`config.mk`:
```
export PLATFORM = sky130hd
export DESIGN_NAME = id_stage
export DESIGN_NICKNAME = d
export VERILOG_FILES = /design/src/rtl/id_stage.sv
export SDC_FILE = /design/constraint.sdc
export NUM_CORES = 2
export LEC_CHECK = 0
export CAP_MARGIN = 20
export CORE_ASPECT_RATIO = 0.5
export CORE_MARGIN = 2
export CORE_UTILIZATION = 40
export DETAILED_ROUTE_END_ITERATION = 8
export HOLD_SLACK_MARGIN = 0.12
export PLACE_DENSITY_LB_ADDON = 0.3
export RECOVER_POWER = 25
export SYNTH_ARGS = -nofsm -noshare
export SYNTH_HDL_FRONTEND = slang
export SYNTH_SLANG_ARGS = --single-unit
```
`constraint.sdc`:
```
create_clock -name clk -period 3.38 [get_ports clk]
set_clock_uncertainty 0.1 [all_clocks]
set_input_delay 0.507 -clock clk [delete_from_list [all_inputs] [get_ports clk]]
set_output_delay 0.507 -clock clk [all_outputs]
set_load 0.02 [all_outputs]
```
`src/rtl/id_stage.sv`:
```
// Instruction-decode stage of a 5-stage MIPS-like pipeline: holds the IF/ID
// register, decodes control, reads the register file (with writeback
// bypass), detects load-use hazards and resolves beq/j for fetch redirect.
module id_stage (
  input  logic        clk,
  input  logic        reset,
  input  logic [31:0] Instruction_if,
  input  logic [31:0] NextPC_if,
  input  logic        IF_flush,
  input  logic        RegWrite_wb,
  input  logic [4:0]  WriteReg_wb,
  input  logic [31:0] WriteData_wb,
  input  logic        MemRead_ex,
  input  logic [4:0]  RegisterRt_ex,
  output logic        IFWrite,
  output logic        Branch,
  output logic        Jump,
  output logic [31:0] JumpAddr,
  output logic [31:0] ReadData1_id,
  output logic [31:0] ReadData2_id,
  output logic [31:0] Imm_id,
  output logic [4:0]  Rs_id,
  output logic [4:0]  Rt_id,
  output logic [4:0]  Rd_id,
  output logic [31:0] NextPC_id,
  output logic [7:0]  Ctrl_id
);

  localparam logic [5:0] OpRType = 6'h00;
  localparam logic [5:0] OpLw    = 6'h23;
  localparam logic [5:0] OpSw    = 6'h2B;
  localparam logic [5:0] OpBeq   = 6'h04;
  localparam logic [5:0] OpAddi  = 6'h08;
  localparam logic [5:0] OpJ     = 6'h02;

  logic [31:0] instr_q;
  logic [31:0] pc_q;
  logic [31:0] rf_q [32];

  logic [5:0]  opcode;
  logic        stall;
  logic        uses_rt;
  logic [7:0]  ctrl_raw;
  logic        is_beq;
  logic        is_j;

  assign opcode    = instr_q[31:26];
  assign Rs_id     = instr_q[25:21];
  assign Rt_id     = instr_q[20:16];
  assign Rd_id     = instr_q[15:11];
  assign Imm_id    = {{16{instr_q[15]}}, instr_q[15:0]};
  assign NextPC_id = pc_q;

  // IF/ID register: stall holds, flush inserts a nop, otherwise capture fetch.
  always_ff @(posedge clk) begin
    if (reset) begin
      instr_q <= '0;
      pc_q    <= '0;
    end else if (IFWrite) begin
      if (IF_flush) begin
        instr_q <= '0;
        pc_q    <= '0;
      end else begin
        instr_q <= Instruction_if;
        pc_q    <= NextPC_if;
      end
    end
  end

  // Register file write port; $0 is never written so it always reads zero.
  always_ff @(posedge clk) begin
    if (reset) begin
      for (int i = 0; i < 32; i++) rf_q[i] <= '0;
    end else if (RegWrite_wb && (WriteReg_wb != 5'd0)) begin
      rf_q[WriteReg_wb] <= WriteData_wb;
    end
  end

  // Combinational reads with write-through so WB and ID can share a cycle.
  always_comb begin
    ReadData1_id = rf_q[Rs_id];
    ReadData2_id = rf_q[Rt_id];
    if (Rs_id == 5'd0) begin
      ReadData1_id = '0;
    end else if (RegWrite_wb && (WriteReg_wb == Rs_id)) begin
      ReadData1_id = WriteData_wb;
    end
    if (Rt_id == 5'd0) begin
      ReadData2_id = '0;
    end else if (RegWrite_wb && (WriteReg_wb == Rt_id)) begin
      ReadData2_id = WriteData_wb;
    end
  end

  // Main decoder; an all-zero word is a nop, not an R-type.
  always_comb begin
    ctrl_raw = 8'h00;
    unique case (opcode)
      OpRType: ctrl_raw = (instr_q != 32'd0) ? 8'b1000_0110 : 8'h00;
      OpLw:    ctrl_raw = 8'b0110_1100;
      OpSw:    ctrl_raw = 8'b0101_0000;
      OpBeq:   ctrl_raw = 8'b0000_0001;
      OpAddi:  ctrl_raw = 8'b0100_0100;
      default: ctrl_raw = 8'h00;
    endcase
  end

  // Load-use hazard: rt only matters for formats that actually read it.
  always_comb begin
    uses_rt = (opcode == OpRType) || (opcode == OpSw) || (opcode == OpBeq);
    stall   = MemRead_ex && (RegisterRt_ex != 5'd0) &&
              ((RegisterRt_ex == Rs_id) || ((RegisterRt_ex == Rt_id) && uses_rt));
  end

  assign is_beq = (opcode == OpBeq);
  assign is_j   = (opcode == OpJ);

  // Hazard bubble, early branch/jump resolution and redirect target.
  always_comb begin
    IFWrite  = ~stall;
    Ctrl_id  = stall ? 8'h00 : ctrl_raw;
    Branch   = is_beq && (ReadData1_id == ReadData2_id) && ~stall;
    Jump     = is_j && ~stall;
    JumpAddr = Jump ? {pc_q[31:28], instr_q[25:0], 2'b00}
                    : pc_q + {Imm_id[29:0], 2'b00};
  end

endmodule

```
# After elaboration in Yosys (flattened, before gate mapping)
# Memory sizes are Yosys's and may differ from the RTL's. A register that Yosys moved wholly into a read port is not among the register bits.
# Cells that the tools add are included.
# Widths: inputs -> output; s select.
[totals]
regBits = 64
latch_bits = 0
ram_bits = 1024
romBits = 0
word_cells = 56
memories = 1
[op_classes]
addsub = 1
multipliers = 0
div = 0
n_lt_le_gt_ge = 0
eq_ne = 10
shifts = 0
mux = 22
bitwise = 1
reduce_logical = 19
[memory_table]
columns = ["memory", "words", "width", "rd", "rd_ports_with_merged_regs", "write_ports", "line", "source"]
rows = [
  ["rf_q", 32, 32, 2, 2, 32, "38", "logic [31:0] rf_q [32];"],
]
[ops]
columns = ["cell", "n"]
rows = [
  ["$mux 32", 8],
  ["$pmux 8 s5", 1],
  ["$add 32x32->32", 1],
  ["$eq 32x32->1", 1],
  ["$reduce_bool 32->1", 1],
  ["$reduce_or 32->1", 1],
  ["$mux 5", 5],
  ["$eq 5x5->1", 4],
  ["$mux 8", 2],
  ["$eq 6x6->1 const B", 2],
  ["$logic_not 5->1", 2],
  ["$reduce_bool 5->1", 2],
  ["$logic_and 1x1->1", 9],
  ["$eq 6x2->1 const B", 1],
  ["$eq 6x3->1 const B", 1],
  ["$eq 6x4->1 const B", 1],
  ["$logic_not 6->1", 1],
  ["$mux 1", 6],
  ["$logic_or 1x1->1", 3],
  ["$not 1->1", 1],
]

# Longest topological paths before layout
[logic_depth]
depth_word = 9
mapped_depth = 15

# Least setup slack after synthesis
# No wires, ideal clock.
[synth_path]
kind = "reg2out"
start = "register pc_q[2], in the netlist NextPC_id[2]"
end = "output JumpAddr[30]"
arrival_ps = 3441
setup_slack_ps = -668
stages_incl_launch_ff = 13
path_cell_list = "dfxtp_1 > ha_1 > fa_1 > a21o_1 > a21oi_1 > o21ai_0 > a221oi_1 > o21ai_0 > a221o_1 > a211oi_1 > o21bai_1 > xnor2_1 > o21ai_0"
[synth_via]
elab_chain_len = 2
[synth_rtl]
columns = ["element", "line", "source"]
rows = [
  ["start, declared", "37", "logic [31:0] pc_q;"],
  ["start signal, assigned", "65", "pc_q <= NextPC_if;"],
  ["$add 32x32->32", "125", ": pc_q + {Imm_id[29:0], 2'b00};"],
  ["$mux 32", "124", "JumpAddr = Jump ? {pc_q[31:28], instr_q[25:0], 2'b00}"],
  ["end, declared", "18", "output logic [31:0] JumpAddr,"],
]
# No other way between the ends.

==> run metrics <==
final-report setup violation count 1,330; Data arrival, critical path roughly 4.4 ns; synthesized flop and latch total 1,098; mux contribution to synthesized area 0.1999; Simple-Gate Fraction of Synth Area 0.1438; fin worst setup slack -1.630 ns; CTS tree built; Hold WC Path Type in -> reg; fmax 199.6 MHz; Critical R2R Capture instr_q[16]; crit path capture type primary output; row cnt just over 100; leading register cell type out of synthesis edfxtp_1; total congestion overflow 0; vias in the first global route about 47,000; gp weighted congestion 0.9661; pwr dens 438.4 nW/µm²; Reg-to-Reg Start instr_q[19]; P_leak 0.02894 µW; Core Footprint 151,400 µm²; failing checks capacitance limit, slew limit, setup timing; Clk Latency, worst-skew pair 0.74 ns; max_cap viols 1; clk buf depth 3; CP Class reg -> out; adder-cell share of the synthesized area 0.006289; input/output buffers about 300; share of post-route cells with drive strength above 1 0.3951; Final Cycle Share 1.482; RSZ-0062 raised after global routing true; fin nets 5,642; cell taking the most area after synthesis edfxtp_1; hold_ws 0.3774 ns; clk root buf clkbuf_16; max_slew headroom -0.7422; clock sinks approximately 1,100; utilization after layout 0.5340; worst reg2reg path depth 15; Final ANT Viol Nets 0; synthesized area 60,870 µm²; HP Start Instruction_if[1]; Die Area 155,500 µm²; worst-margin pin slew about 2.6 ns; Final Hold Vio Count 0; Compound-Gate Fraction of Synth Area 0.06885; Async SR Flop Fraction 0; Pre-Repair DR Iteration Count 8; final wirelength around 270,000 µm; R2R setup slack 0.14 ns; Starting Density 0.4021; H-tree lvl count 3; largest family of logic cells by synthesized area multiplexers; initial antenna violation count 30; end of the worst hold path instr_q[1]; Worst-path clk slew 0.06 ns; outcome finished, violations left; DIE WIDTH 555.7 µm; synth cell count leaders 1,024 x edfxtp_1, 999 x and2_1, 420 x mux4_2, 339 x clkbuf_1, 264 x mux2i_1; most common cell in the netlist edfxtp_1; first-pass GRT wire length about 370,000 µm; drt initial violations 7,976; Critical Path Source Type flip-flop; synthesized netlist cell count 4,524; Synth top area share 0.5051; largest net degree at the start of global routing 70; CP max FO 8; Min Clock Period, post-route roughly 5 ns; Warnings, synthesis 0; Tot GR Track Use 0.3390; CTS Buf Count 109; CP required 2.77 ns; post-synthesis xor/xnor area fraction 0.01050; Area contributors post-synth edfxtp_1 51%, mux4_2 16%, and2_1 10%; DR vias 48,700; vias per inst 6.392; Worst VDD drop 0.0003929 V; die height approximately 280 µm; WL/cell 35.70 µm; Post-synth EDFFs 1,024; number of library cell types mapped by synthesis 70; register area share after synthesis 0.5295; IO Pins 297; final setup TNS -1185.56 ns; Final Max Slew Viols 40; Post-DP HPWL 171,900 µm; Syn-to-layout area delta 32.79%; hold depth 4; Avg Synthesized Cell Area 13.46 µm²; drc violations 0
==> registers in the layout (all words and copies together) (netlist names), named ones only <==
signal and flops:
instr_q 32, rf_q 1024, NextPC_id 32
==> cells by family (layout without fill, tap and decap cells) <==
logic type,Yosys count,count (layout)
flip-flops,1098,1098
multiplexers,690,690
buffers and inverters,515,1551
AO/OA/AOI/OAI,622,622
AND/OR/NAND/NOR,1495,1495
XOR/XNOR,73,73
other,1,52
adder cells (fa/ha/maj),30,30
==> stage by stage <==
step	setup WS (ns)	instance area (µm²)	power, µW	cells
after global routing	-1.638	80800	36160	7603
after detailed placement	-1.794	72280	22310	7190
after CTS	-1.521	77570	34680	7450
after global placement	-1.803	72280	22230	7190
final	-1.630	80840	35440	7619
after floorplan	-0.07714	61480	19050	4555
==> layer usage <==
metal	global-route usage	vias to the layer above	wire length (µm)
met1	0.4509	24640	98440
met2	0.5085	4121	119000
met3	0.1070	779	41030
met5	0	-	166
met4	0.1514	8	13270
li1	-	19150	-
==> final cells by class <==
| cell class | count | area [µm²] |
|---|---|---|
| multi-input combinational | 2942 | 28800 |
| fill | 12470 | 70560 |
| clock inverter | 59 | 546.8 |
| sequential | 1098 | 32300 |
| antenna | 20 | 50.05 |
| inverter | 24 | 101.3 |
| timing repair buffer | 1326 | 13630 |
| tap | 2008 | 2512 |
| clock buffer | 142 | 2894 |
==> worst max path at each step <==
stage              startpoint      to  slack, ns  cells after the start
2_1_floorplan       flip-flop  Branch      -0.08                     11
3_3_place_gp   WriteReg_wb[2]  Branch      -1.80                     14
3_5_place_dp   WriteReg_wb[2]  Branch      -1.79                     14
4_1_cts             flip-flop  Branch      -1.52                     13
5_1_grt             flip-flop  Branch      -1.64                     13
6_report            flip-flop  Branch      -1.63                     13
==> worst max-delay path: stages (launching register included) <==
cell,delay (ns)
dfxtp_4,0.41
buf_12,0.17
buf_16,0.15
buf_4,0.12
buf_12,0.10
mux4_2,0.49
mux4_2,0.55
mux2i_4,0.21
a21oi_2,0.10
xor2_1,0.66
nor4_2,0.13
nand3_2,0.12
and4bb_2,0.29
buf_6,0.15
==> where the power goes <==
group / internal (µW) / switching (µW) / total (µW)
registers: 15600 / 430 / 16000
logic: 3180 / 3900 / 7080
clock network: 6650 / 5700 / 12400
total: 25400 / 10000 / 35400
==> cell usage in the layout (no fill, tap or decap), drive strengths merged, types with 74 or more instances in the layout <==
cell / instances
and2: 1002
o21ai: 116
mux2i: 264
mux4: 420
nand2: 80
a22oi: 88
a21oi: 173
clkbuf: 178
clkdlybuf4s50: 187
edfxtp: 1024
dfxtp: 74
buf: 1100
nor2: 173
a221oi: 89
==> what timing repair did <==
item | 4_1_cts | 5_1_grt
pin swaps | 73 | 173
gates resized for setup | 515 | 538
cloned | 11 | 11
setup buffers | 50 | 157
hold endpoints to repair | 30 | 0
setup endpoints to repair | 145 | 107
hold buffers | 1 | 0
Power figures use the tool's default switching activity.
